===== src/rtl/sar_cmp_sequencer.sv =====
// SAR conversion sequencer: sample, then per-bit settle/strobe MSB first, result via valid/ready.
// Define CMP_SYNC_EN to add a 2-flop comparator synchronizer (COMPARE stretches to 3 cycles).
//
// state   | meaning
// IDLE    | waiting for start
// SAMPLE  | sample switch closed for SAMPLE_CYC cycles
// SETTLE  | trial code settling on the DAC for SETTLE_CYC cycles
// COMPARE | comparator strobed; decision taken on the closing edge
// DONE    | result held with valid until the consumer takes it
module sar_cmp_sequencer #(
    parameter int NBITS      = 8,
    parameter int SAMPLE_CYC = 4,
    parameter int SETTLE_CYC = 2
) (
    input  logic             clk,
    input  logic             rst,
    input  logic             start,
    input  logic             cmp_in,
    output logic             sample_o,
    output logic             cmp_en_o,
    output logic [NBITS-1:0] dac_code_o,
    output logic             busy,
    output logic [NBITS-1:0] result,
    output logic             valid,
    input  logic             ready
);

`ifdef CMP_SYNC_EN
    localparam int CMP_CYC = 3;
`else
    localparam int CMP_CYC = 1;
`endif

    localparam int CNT_MAX0 = (SAMPLE_CYC > SETTLE_CYC) ? SAMPLE_CYC : SETTLE_CYC;
    localparam int CNT_MAX  = (CNT_MAX0 > CMP_CYC) ? CNT_MAX0 : CMP_CYC;
    localparam int CNT_W    = $clog2(CNT_MAX + 1);

    localparam logic [CNT_W-1:0] LD_SAMPLE = CNT_W'(SAMPLE_CYC - 1);
    localparam logic [CNT_W-1:0] LD_SETTLE = CNT_W'(SETTLE_CYC - 1);
    localparam logic [CNT_W-1:0] LD_CMP    = CNT_W'(CMP_CYC - 1);
    localparam logic [NBITS-1:0] MSB       = {1'b1, {(NBITS-1){1'b0}}};

    typedef enum logic [2:0] {
        IDLE    = 3'd0,
        SAMPLE  = 3'd1,
        SETTLE  = 3'd2,
        COMPARE = 3'd3,
        DONE    = 3'd4
    } state_t;

    state_t           r_state;
    logic [CNT_W-1:0] r_cnt;
    logic [NBITS-1:0] r_mask;
    logic             w_cmp;
    logic [NBITS-1:0] w_kept;

`ifdef CMP_SYNC_EN
    logic r_cmp_s1;
    logic r_cmp_s2;

    always_ff @(posedge clk) begin
        if (rst) begin
            r_cmp_s1 <= 1'b0;
            r_cmp_s2 <= 1'b0;
        end else begin
            r_cmp_s1 <= cmp_in;
            r_cmp_s2 <= r_cmp_s1;
        end
    end

    assign w_cmp = r_cmp_s2;
`else
    assign w_cmp = cmp_in;
`endif

    // Trial bit survives only if the input sits at or above the trial level.
    assign w_kept = w_cmp ? dac_code_o : (dac_code_o & ~r_mask);

    always_ff @(posedge clk) begin
        if (rst) begin
            r_state    <= IDLE;
            r_cnt      <= '0;
            r_mask     <= '0;
            sample_o   <= 1'b0;
            cmp_en_o   <= 1'b0;
            dac_code_o <= '0;
            busy       <= 1'b0;
            result     <= '0;
            valid      <= 1'b0;
        end else begin
            case (r_state)
                IDLE: begin
                    if (start) begin
                        r_state  <= SAMPLE;
                        r_cnt    <= LD_SAMPLE;
                        sample_o <= 1'b1;
                        busy     <= 1'b1;
                    end
                end
                SAMPLE: begin
                    if (r_cnt == '0) begin
                        r_state    <= SETTLE;
                        r_cnt      <= LD_SETTLE;
                        sample_o   <= 1'b0;
                        dac_code_o <= MSB;
                        r_mask     <= MSB;
                    end else begin
                        r_cnt <= r_cnt - 1'b1;
                    end
                end
                SETTLE: begin
                    if (r_cnt == '0) begin
                        r_state  <= COMPARE;
                        r_cnt    <= LD_CMP;
                        cmp_en_o <= 1'b1;
                    end else begin
                        r_cnt <= r_cnt - 1'b1;
                    end
                end
                COMPARE: begin
                    if (r_cnt == '0) begin
                        cmp_en_o <= 1'b0;
                        if (r_mask[0]) begin
                            r_state    <= DONE;
                            dac_code_o <= w_kept;
                            result     <= w_kept;
                            valid      <= 1'b1;
                            busy       <= 1'b0;
                        end else begin
                            r_state    <= SETTLE;
                            r_cnt      <= LD_SETTLE;
                            dac_code_o <= w_kept | (r_mask >> 1);
                            r_mask     <= r_mask >> 1;
                        end
                    end else begin
                        r_cnt <= r_cnt - 1'b1;
                    end
                end
                DONE: begin
                    if (ready) begin
                        r_state <= IDLE;
                        valid   <= 1'b0;
                    end
                end
                default: begin
                    r_state <= IDLE;
                end
            endcase
        end
    end

endmodule

===== config.mk =====
export PLATFORM = sky130hd
export DESIGN_NAME = sar_cmp_sequencer
export DESIGN_NICKNAME = d
export VERILOG_FILES = /design/src/rtl/sar_cmp_sequencer.sv
export SDC_FILE = /design/constraint.sdc
export NUM_CORES = 1
export LEC_CHECK = 0
export CAP_MARGIN = 20
export CORE_ASPECT_RATIO = 1.4
export CORE_MARGIN = 2
export CORE_UTILIZATION = 40
export CTS_CLUSTER_SIZE = 8
export DETAILED_ROUTE_END_ITERATION = 16
export PLACE_DENSITY = 0.63
export SYNTH_ARGS = -nofsm -noshare
export SYNTH_HDL_FRONTEND = slang
export SYNTH_SLANG_ARGS = --single-unit

===== constraint.sdc =====
create_clock -name clk -period 2.9 [get_ports clk]
set_input_delay 0.58 -clock clk [delete_from_list [all_inputs] [get_ports clk]]
set_output_delay 0.58 -clock clk [all_outputs]
set_load 0.005 [all_outputs]

Word level (Yosys, flattened, before mapping)

Index checks and enable logic that the tools add are counted.

Bits in registers: 34
Bits in latches: 0
Memory bits (writable): 0
Bits in read-only memories: 0
Bits of input ports: 5
Output and inout port bits: 20
Logic and storage cells: 76
Memories kept: 0

$add $sub $neg: 1
$mul: 0
Div/mod/pow operators: 0
Order comparisons: 0
Equal/unequal tests: 12
Shift-type cells: 0
Muxes and demuxes: 33
Bitwise gates (word level): 3
Reductions and logical operators: 17

Operators by type and width:

| cell                                                               | number |
|---|---|
| 8-bit 2-to-1 mux                                                   | 6 |
| 3-bit 2-to-1 mux                                                   | 11 |
| 8-bit case mux with 2 select lines                                 | 2 |
| 3-bit case mux with 5 select lines                                 | 1 |
| 3-bit AND reduction                                                | 5 |
| 2-bit inequality test, second input constant                       | 7 |
| 3-bit case mux with 4 select lines                                 | 1 |
| 4-bit AND reduction                                                | 3 |
| 2-bit nonzero test                                                 | 5 |
| 8-bit bitwise AND                                                  | 1 |
| 1-bit 2-to-1 mux                                                   | 8 |
| 8-bit inverter                                                     | 1 |
| 8-bit by 7-bit bitwise OR with 8-bit output                        | 1 |
| 1-bit case mux with 2 select lines                                 | 4 |
| 3-bit by 2-bit == test with 1-bit output, second input constant    | 2 |
| 3-bit logical NOT                                                  | 2 |
| 5-bit AND reduction                                                | 1 |
| 4-bit nonzero test                                                 | 1 |
| 3-bit by 1-bit == test with 1-bit output, second input constant    | 1 |
| 3-bit == test, second input constant                               | 1 |
| 3-bit inequality test, second input constant                       | 1 |
| 3-bit by 1-bit subtractor with 3-bit output, second input constant | 1 |

Depth between registers and ports, before layout

Gate-level depths: netlist of run 1.

Depth after elaboration: 7
Gate-level depth with buffers: 8
Mapped depth without buffers: 6

Least setup slack after synthesis of run 1

OpenSTA, ideal clock, no wires.

Path type: register -> register
Start point: register r_cnt[2]
End point: register r_mask[1]
Library setup time: 0.117 ns
Arrival time: 1.498 ns
Data required time: 2.783 ns
Setup slack: 1.285 ns
Stages on the path, launching flop included: 9
Path buffers: 2
Clock period less this slack: 1.615 ns
Cell sequence: dfxtp_1 > inv_1 > ha_1 > buf_6 > nor2b_4 > and4b_1 > buf_6 > nor2b_4 > a22o_2

Longest elaborated chain between the ends: 3
Elaborated cells between the ends (all ways): 4
Those cells by class: eq/ne (2); reduce/logical (2)

RTL lines:

| item                              | RTL line | source |
|---|---|---|
| from (decl)                       | 52       | `logic [CNT_W-1:0] r_cnt;` |
| from (signal assigned)            | 108      | `r_cnt <= r_cnt - 1'b1;` |
| from (signal assigned)            | 117      | `r_cnt <= r_cnt - 1'b1;` |
| from (signal assigned)            | 136      | `r_cnt <= r_cnt - 1'b1;` |
| 3-bit logical NOT (*)             | 101, 121 |  |
| 2-bit inequality test (no line)   | -        |  |
| 4-bit AND reduction (no line) (*) | -        |  |
| to (signal assigned)              | 133      | `r_mask <= r_mask >> 1;` |
| to (decl)                         | 53       | `logic [NBITS-1:0] r_mask;` |

Every way passes the cells marked *; elsewhere a longest branch is shown, timed or not.
A chain may end at the register's enable or synchronous reset.

Final worst setup path of run 1

Start point: register r_cnt[0]
End point: register r_mask[3]

The elaborated chain is that of the path after synthesis.

==> flow_summary.ini, run 1 <==
[outcome]
status = finished, final reports clean

[floorplan]
die-area_um2 = 4490
io_pins = 25
core_um2 = 3880
initial_core_util = 0.408
std_cell_rows = 27
die_y_um = 78.5
die_w_um = 57.2

[setup_path]
reg2reg_to = r_mask[3]
worst_setup_path_start_kind = register
path_depth = 6
path_max_fanout = 7
cp_slowest_stage_delay_ns = 0.40
crit_type = reg2reg
crit_required_ns = 3.13
cp_top_family = simple AND/OR/NAND/NOR gates
r2r_slack_ns = 0.86
path_buf_inv = 0
endpoint = r_mask[3]
cpMostUsedCell = nor2b_4
cp_data_arrival_time_ns = 2.27
cp_slowest_cell = ha_1
crit_chain = nor2_1 > ha_1 > nor2b_4 > and4b_1 > nor2b_4 > a22o_2
startpoint = r_cnt[0]
endpoint_kind = register
reg2reg_from = r_cnt[0]
rr_worst_depth = 6

[cts]
numClockSinks = 34
cts.hold.buffers_added = 0
cts_tree = yes
clk_pin_slew_ns = 0.07
cts-resized-gates = 0
clock_latency_ns = 0.28
cts_setup_buffers = 0
cts-root-buf = clkbuf_8
clockBufferDepth = 2
htreeDepth = 2
cts_made_buffers = 5

[yosys]
syn_area_per_cell_um2 = 9.50
synthCells = 167
ys_seq_area_frac = 0.429
yosysWarnings = 0
synth_cell_types = 39
ys_ff_latch = 34
netlist_area_um2 = 1590
synthesis.nets = 174

[route]
dr.pass1.iters = 4
drc = 0
finalWirelength_um = 3390
antenna_left = 0
top_layer_used = met4
detail_route.wl_per_cell_um = 14.8
wl_met3_um = 129
wl_met1_um = 1450
dr_wl_met2_um = 1780
vias = 1254
drt_iter0_drc = 18
post_drt_via_cell_ratio = 5.48

[placement]
place_area_um2 = 1800
numPortBuffers = 24
hpwl_um = 2420
place.gp.congestion = 0.724

[grt]
overflow = 0
grt_pass1_wl_um = 5750
grt_pass1_vias = 1333
grt_usage = 0.163
grt_max_degree = 20
grt_antenna_before_repair = 0

[layout]
layout_commonest_cell = dfxtp_1
syn_to_final_growth_pct = 18.5
final_cell_area_um2 = 1880
nNetsFinal = 194
diodes = 0
drive_gt1_frac = 0.113
final_cell_mix = dfxtp_1 (34), clkdlybuf4s50_1 (24), nor2_1 (21)

[power_and_ir_drop]
power.total_mw = 1.34
power.density_nw_per_um2 = 715
ir_worst_vdd_mv = 0.449
leakage_nw = 0.702

[sta]
setup_tns_ns = 0
finalHoldViolCount = 0
slew_violations = 0
post-route-period-util = 0.705
fin_crit_ns = 2.04
maxSlewHeadroom = 0.517
max_freq_ghz = 0.489
rsz0062_at_grt = false
skew_ns = 0.00830
setup_violations = 0
tightest_slew_ns = 0.722

[worst_hold_path]
worstHoldStart = result[0]
hp-class = reg2reg

[job]
maxCapViolCount = 0
==> report_power, final <==
group          internal (mW)  switching, mW
clock network          0.183          0.157
registers              0.518         0.0944
logic                  0.183          0.209
total                  0.885          0.460
==> per-stage QoR <==
| stage | util | hold WS, ns | std cells | setup WS (ns) |
|---|---|---|---|---|
| floorplan | - | 0.462 | 167 | 1.29 |
| global placement | 0.462 | 0.473 | 223 | 0.771 |
| detailed placement | 0.462 | 0.479 | 223 | 0.716 |
| CTS | 0.484 | 0.490 | 229 | 0.845 |
| global route | 0.484 | 0.526 | 229 | 0.722 |
| finish | 0.484 | 0.485 | 229 | 0.856 |
==> worst min-delay path by stage <==
stage / endpoint / slack (ns) / cells past startpoint
after floorplan: result[0] / 0.46 / 2
after global placement: result[0] / 0.47 / 2
after detailed placement: result[0] / 0.48 / 2
after CTS: result[0] / 0.49 / 2
after global routing: r_cnt[2] / 0.53 / 2
final: result[0] / 0.48 / 2
==> sequential cells by signal, summed over array words and instances, names as in the netlist <==
register and cells:
dac_code_o 8, r_mask 8, result 8, r_cnt 3, r_state 3, busy 1, cmp_en_o 1, sample_o 1
valid 1
==> cells in the mapped netlist, drive strengths merged <==
cell     instances  share of area
a21oi           11          0.035
a21o             6          0.028
or2              1         0.0039
a22oi            6          0.028
a31oi            1         0.0039
nand2            4         0.0095
dfxtp           34           0.43
mux2i           12          0.076
o311ai           1         0.0055
and3             2         0.0079
nand2b           9          0.035
clkbuf           3         0.0071
nand4            1         0.0039
o2111ai          1         0.0055
nand3            2         0.0063
ha               2          0.016
a22o             6          0.038
nor4             1         0.0039
a211oi           1         0.0047
o31ai            1         0.0047
and4             1         0.0071
inv              5          0.012
a311oi           1         0.0095
a221oi           2          0.011
nor3             5          0.016
o21ai            3         0.0095
buf              9          0.050
nor2b            4          0.025
nand3b           1          0.013
and2             7          0.028
nor2            23          0.061
and4b            1         0.0063
==> per-layer routing <==
| metal | vias up | track usage |
|---|---|---|
| met5 | - | 0 |
| li1 | 627 | - |
| met2 | 26 | 0.287 |
| met3 | 4 | 0.0478 |
| met1 | 597 | 0.182 |
| met4 | 0 | 0.0628 |
==> kinds of logic (layout without fill, tap and decap cells) <==
family / after synthesis / in the layout / synth area share
adder cells (fa/ha/maj): 2 / 2 / 0.0158
flip-flops: 34 / 34 / 0.429
buffers and inverters: 17 / 36 / 0.0694
AO/OA/AOI/OAI: 40 / 40 / 0.184
multiplexers: 12 / 12 / 0.0757
AND/OR/NAND/NOR: 62 / 62 / 0.226
==> worst min-delay path: stages (launching register included) <==
cell      delay [ns]
dfxtp_1         0.31
nand2b_1        0.06
a21oi_1         0.06
==> cell type report <==
type	instances	area [µm²]
Fill cell	388	2010
Multi-Input combinational cell	116	796
Sequential cell	34	681
Timing Repair Buffer	25	248
Clock buffer	6	82.6
Tap cell	43	53.8
Inverter	5	18.8
Power figures use the tool's default switching activity.
==> run 2, diff against run 1 <==
- clock period: 2.9 -> 1.9 ns (I/O delays scaled with it)
==> flow_summary.ini, run 2 (synthesis results as in run 1) <==
[power_and_ir_drop]
power.total_mw = 2.13
p_int_mw = 1.40
netSwitchingPower_mw = 0.732
pwr-share-seq = 0.420
power.density_nw_per_um2 = 1110
ir_worst_vdd_mv = 0.774
leakage_nw = 0.728
pwr-share-clk = 0.258
pwr-share-comb = 0.323
switching_share = 0.344

[layout]
syn_to_final_growth_pct = 20.9
reg_top3 = dac_code_o (8), r_mask (8), result (8)
drive_gt1_frac = 0.135
final_cell_mix = dfxtp_1 (34), clkdlybuf4s50_1 (24), nor2_1 (21)
fill_cells = 369
diodes = 0
final_cell_area_um2 = 1920
layoutNonFillerInstCount = 235
nNetsFinal = 198
final_util = 0.494
layout_commonest_cell = dfxtp_1

[floorplan]
die_w_um = 57.2
io_pins = 25
die-area_um2 = 4490
core_um2 = 3880
initial_core_util = 0.408
die_y_um = 78.5
std_cell_rows = 27

[placement]
place.gp.congestion = 0.790
numPortBuffers = 24
place_area_um2 = 1830
hpwl_um = 2530
placed_cells = 227

[setup_path]
endpoint_kind = register
reg2reg_from = r_cnt[0]
startpoint = r_cnt[0]
crit_type = reg2reg
crit_required_ns = 2.07
path_max_fanout = 11
worst_setup_path_start_kind = register
cp_data_arrival_time_ns = 1.92

[sta]
skew_ns = 0.00542
max_freq_ghz = 0.571
post-route-period-util = 0.922
maxSlewHeadroom = 0.632
slew_violations = 0
setup_tns_ns = 0
fin_crit_ns = 1.75
finalHoldViolCount = 0
rsz0062_at_grt = false
tightest_slew_ns = 0.544
setup_violations = 0

[cts]
htreeDepth = 2
cts_tree = yes
cts_made_buffers = 5
clockBufferDepth = 2
cts.hold.buffers_added = 0
clk_pin_slew_ns = 0.07
numClockSinks = 34
cts_setup_buffers = 0
clock_latency_ns = 0.28
cts-root-buf = clkbuf_8
cts-resized-gates = 0

[route]
dr.pass1.iters = 4
detail_route.wl_per_cell_um = 15.4
post_drt_via_cell_ratio = 5.49
vias = 1290
antenna_left = 0
drc = 0
drt_iter0_drc = 96
finalWirelength_um = 3610

[outcome]
status = finished, final reports clean

[job]
maxCapViolCount = 0

[grt]
grt_pass1_wl_um = 6150
grt_usage = 0.177
grt_antenna_before_repair = 0
grt_pass1_vias = 1322
grt_max_degree = 26
overflow = 0

[worst_hold_path]
worstHoldStart = result[0]
hp-class = reg2reg
run 2: cell types whose count changed in the layout (fill, tap and decap cells not counted):
cell      delta
clkbuf_1     +1
buf_4        +4
clkinv_2     +1
run 2: per-stage QoR:
step           hold slack (ns)  setup WS (ns)
2_1_floorplan            0.462          0.285
3_3_place_gp             0.463          0.243
3_5_place_dp             0.466          0.142
4_1_cts                  0.479          0.134
5_1_grt                  0.495        0.00781
6_report                 0.474          0.147
run 2: final cells by class:
| class | instances | area, µm² | area share |
|---|---|---|---|
| sequential | 34 | 681 | 0.355 |
| timing repair buffer | 29 | 278 | 0.145 |
| multi-input combinational | 116 | 796 | 0.415 |
| clock inverter | 1 | 5.00 | 0.00261 |
| tap | 43 | 53.8 | 0.0280 |
| clock buffer | 7 | 86.3 | 0.0450 |
| inverter | 5 | 18.8 | 0.00978 |
run 2: final timing paths:
check,endpoint,slack (ns),depth (start not counted)
worst max-delay path,result[5],0.15,6
worst min-delay path,result[0],0.47,2
worst max register to register,result[5],0.15,6
worst min register to register,result[0],0.47,2
run 2: metal layers:
layer | global-route usage | part of all wire | vias up
li1 | - | - | 634
met1 | 0.206 | 0.41 | 627
met2 | 0.306 | 0.54 | 23
met3 | 0.0412 | 0.036 | 6
met4 | 0.0767 | 0.017 | 0
met5 | 0 | 0 | -
run 2: worst max-delay path, cell delays in order (launching register included):
cell	delay [ns]
dfxtp_1	0.32
nor2_1	0.21
ha_1	0.28
nor2b_4	0.20
and4_4	0.35
mux2i_1	0.22
nor2_1	0.05
run 2: power by group through the flow:
stage | logic [mW] | registers [mW] | clock network (mW)
final | 0.687 | 0.893 | 0.548
after global routing | 0.765 | 0.912 | 0.605
after CTS | 0.692 | 0.892 | 0.561
after detailed placement | 0.688 | 0.908 | 0
after global placement | 0.664 | 0.907 | 0
after floorplan | 0.581 | 0.856 | 0
==> run 3, diff against run 2 <==
- CORE_UTILIZATION: 40 -> 52
- PLACE_DENSITY: 0.63 -> 0.79
==> flow_summary.ini, run 3 (synthesis results as in run 1) <==
[layout]
final_cell_mix = dfxtp_1 (34), clkdlybuf4s50_1 (24), nor2_1 (21)
syn_to_final_growth_pct = 21.7
drive_gt1_frac = 0.149
final_cell_area_um2 = 1930
layoutNonFillerInstCount = 231
reg_top3 = dac_code_o (8), r_mask (8), result (8)
regArea_um2 = 681
multiInputGateArea_um2 = 808
final_util = 0.671
diodes = 0
nNetsFinal = 200
layout_commonest_cell = dfxtp_1
fill_cells = 227

[setup_path]
crit_type = reg2reg
crit_chain = nor2_1 > ha_2 > nor2b_4 > and4_4 > mux2i_1 > nor2_1
cp_slowest_cell = and4_4
crit_required_ns = 2.07
path_depth = 6
cp_top_family = simple AND/OR/NAND/NOR gates
startpoint = r_cnt[0]
reg2reg_from = r_cnt[0]
cp_slowest_stage_delay_ns = 0.33
endpoint_kind = register
worst_setup_path_start_kind = register
path_max_fanout = 6
path_buf_inv = 0
rr_worst_depth = 6
cpMostUsedCell = nor2_1
cp_data_arrival_time_ns = 1.89

[grt]
grt_usage = 0.202
grt_antenna_before_repair = 0
grt_pass1_vias = 1197
grt_max_degree = 20
overflow = 0
grt_pass1_wl_um = 5400

[sta]
maxSlewHeadroom = 0.641
post-route-period-util = 0.905
hold_slack_ns = 0.469
finalWorstSetupSlack_ns = 0.180
slew_violations = 0
rsz0062_at_grt = false
fin_crit_ns = 1.72
setup_tns_ns = 0
max_freq_ghz = 0.581
tightest_slew_ns = 0.530
skew_ns = 0.0103
finalHoldViolCount = 0
setup_violations = 0

[route]
dr_wl_met2_um = 1630
drc = 0
drt_iter0_drc = 28
vias = 1295
top_layer_used = met4
wl_met1_um = 1460
dr.pass1.iters = 4
finalWirelength_um = 3360
antenna_left = 0
wl_met3_um = 156
detail_route.wl_per_cell_um = 14.5
post_drt_via_cell_ratio = 5.61

[cts]
cts_tree = yes
cts_made_buffers = 5
cts.hold.buffers_added = 0
clk_pin_slew_ns = 0.07
clockBufferDepth = 2
cts-root-buf = clkbuf_8
numClockSinks = 34
htreeDepth = 2
clock_latency_ns = 0.29

[placement]
place_area_um2 = 1830
hpwl_um = 2260
numPortBuffers = 24
placed_cells = 222
dp_slack_ns = 0.159
place.gp.congestion = 0.849

[power_and_ir_drop]
power.density_nw_per_um2 = 1110
leakage_nw = 0.735
ir_worst_vdd_mv = 0.821
power.total_mw = 2.14

[outcome]
status = finished, final reports clean

[floorplan]
die_y_um = 69.4
core_um2 = 2880
die-area_um2 = 3510
io_pins = 25
std_cell_rows = 23
initial_core_util = 0.551
die_w_um = 50.7

[worst_hold_path]
worstHoldPathCells = 2
hp-class = reg2reg
worstHoldStart = result[0]

[job]
maxCapViolCount = 0
==> run 3: area by class of cell <==
class / instances / share of cell area
Multi-Input combinational cell: 117 / 0.419
Inverter: 5 / 0.00972
Timing Repair Buffer: 30 / 0.148
Tap cell: 37 / 0.0240
Clock inverter: 1 / 0.00259
Sequential cell: 34 / 0.353
Clock buffer: 7 / 0.0447
==> run 3: per-layer routing <==
metal  global-route usage  vias up
met1                0.230      605
li1                     -      639
met5                    0        -
met4                0.105        0
met2                0.341       40
met3               0.0496       11
==> run 3: path summary, 6_finish.rpt <==
| check | to | slack (ns) |
|---|---|---|
| setup / recovery | result[6] | 0.18 |
| hold / removal | result[0] | 0.47 |
| setup reg to reg | result[6] | 0.18 |
| hold reg to reg | result[0] | 0.47 |
==> run 3: repair_timing <==
action,CTS,global route
resized for setup,0,1
setup endpoints to repair,0,2
setup buffers,0,0
==> run 3: worst register-to-register path, delay by kind of cell (launching register included) <==
kind                       cells  cell delay, ns
adders and majority gates      1            0.25
and+or+nand+nor                4            0.80
muxes                          1            0.24
DFF                            1            0.32
==> run 3: where the power goes <==
| part | internal, mW | switching, mW | leakage, nW | total (mW) |
|---|---|---|---|---|
| registers | 0.791 | 0.117 | 0.276 | 0.908 |
| clock network | 0.292 | 0.259 | 0.0482 | 0.551 |
| logic | 0.319 | 0.363 | 0.411 | 0.682 |
| total | 1.40 | 0.739 | 0.735 | 2.14 |
==> patch, RTL diff (settings of run 3) <==
Set the parameter `NBITS` to 12 (it was 8).
--- a/src/rtl/sar_cmp_sequencer.sv
+++ b/src/rtl/sar_cmp_sequencer.sv
@@ -10,3 +10,3 @@
 module sar_cmp_sequencer #(
-    parameter int NBITS      = 8,
+    parameter int NBITS      = 12,
     parameter int SAMPLE_CYC = 4,
Ports: changed (resized dac_code_o and result); port bits go from 25 to 33. No check against the original RTL was run, so the function may have changed too.
==> patch against run 3 <==
Area after synthesis grew 34%; routed wire length grew 61%; design area grew 37%; power grew 5.0%; setup slack gained 0.053 ns; sequential cell count grew 12; combinational power shrank 28%; critical path depth shrank 3.
==> patch: results (changes against run 3) <==
metric,value,unit,change
outcome,finished clean,,
avgViaCountPerCell,6.392,,+14%
nonClockBufferCount,47,,+57%
clk_share,0.04108,,-0.006234
fin_area,2650,sq um,+37%
worstPathArrival,1.83,ns,-0.06 ns
vdd_ir_drop_max,1.131,mV,+38%
dpl.hpwl,3.431,mm,+52%
grt_max_degree,39,,+95%
yosys.cell_types.count,42,,+7.7%
ctsHtreeMaxLevel,2,,unchanged
drive_above_1_share,0.1033,,-0.04616
taps,43,,+16%
cts_setup_buffers,0,,unchanged
drt_iter0_markers,106,,+280%
multi_input_area_share,0.3796,,-0.03906
yosys-top-cells-area,"dfxtp_1 (43%), a41o_1 (5.2%), a211oi_1 (4.9%), a311oi_1 (4.5%), inv_1 (4.1%)",,
nFlopsAndLatches,46,,+35%
io_buffers,32,,+33%
grt.total_usage,0.2506,,+0.04838
placed_area,2541,sq um,+39%
whs,0.4702,ns,+0.001179 ns
multi_input_gates,146,,+25%
synth_mux_area_frac,0.004698,,-0.07101
pre_cts_slack,0.1448,ns,-0.01391 ns
cts_made_buffers,5,,unchanged
timing.rr.start,r_cnt[2],,
seq_share,0.3475,,-0.005063
syn_nets,245,,+41%
synth_adder_area_share,0,,-0.01577
p_leak,0.9609,nW,+31%
ys_seq_area_frac,0.4322,,+0.003156
place_congestion,0.7882,,-7.2%
crit_start,r_cnt[2],,
buf_share,0.1775,,+0.02976
relSlewSlack,0.6439,,+0.002980
met3_length,336,microns,+120%
fillerInstances,308,,+36%
wl_met2,2.779,mm,+70%
reg2reg_depth,3,,-3
skew,0.007764,ns,-0.002494 ns
grt_pass1_wl,9.052,mm,+68%
drt-met1-wl,2.205,mm,+52%
synthCells,240,,+44%
top_regs,"dac_code_o (12), r_mask (12), result (12)",,
nets,275,,+38%
worst-r2r-setup-slack,0.23,ns,+0.05 ns
synth_xor_area_frac,0,,unchanged
post_drt_wl_per_cell,17.22,microns,+18%
r2r_end,r_mask[10],,
synth_compound_area_frac,0.3218,,+0.1380
cp_max_fo,11,,+5
synth_top_flop_cell,dfxtp_1,,
layout.cells.non_filler,314,,+36%
num-nonclk-inverters,24,,+19
grt_pass1_vias,1851,,+55%
==> patch: worst max-delay path: stages (launching register included) <==
cell and delay, ns:
dfxtp_1 0.35, or3_1 0.56, nor3_2 0.45, o32ai_1 0.16
==> patch: power breakdown <==
part           internal [mW]  switching [mW]
clock network          0.387           0.326
registers               1.01          0.0411
logic                  0.201           0.287
total                   1.59           0.654
==> patch: metal layers <==
metal / vias to the layer above / track usage
met5: - / 0
met4: 0 / 0.1047
met3: 8 / 0.04862
met2: 71 / 0.3977
met1: 969 / 0.3286
li1: 959 / -
==> patch: how the worst max path moves through the flow <==
stage / to / slack, ns / cells past startpoint
after detailed placement: dac_code_o[4] / 0.14 / 4
after floorplan: r_mask[2] / 0.43 / 4
after global placement: dac_code_o[4] / 0.20 / 4
final: r_mask[10] / 0.23 / 3
after global routing: r_mask[10] / 0.05 / 3
after CTS: r_mask[10] / 0.21 / 3
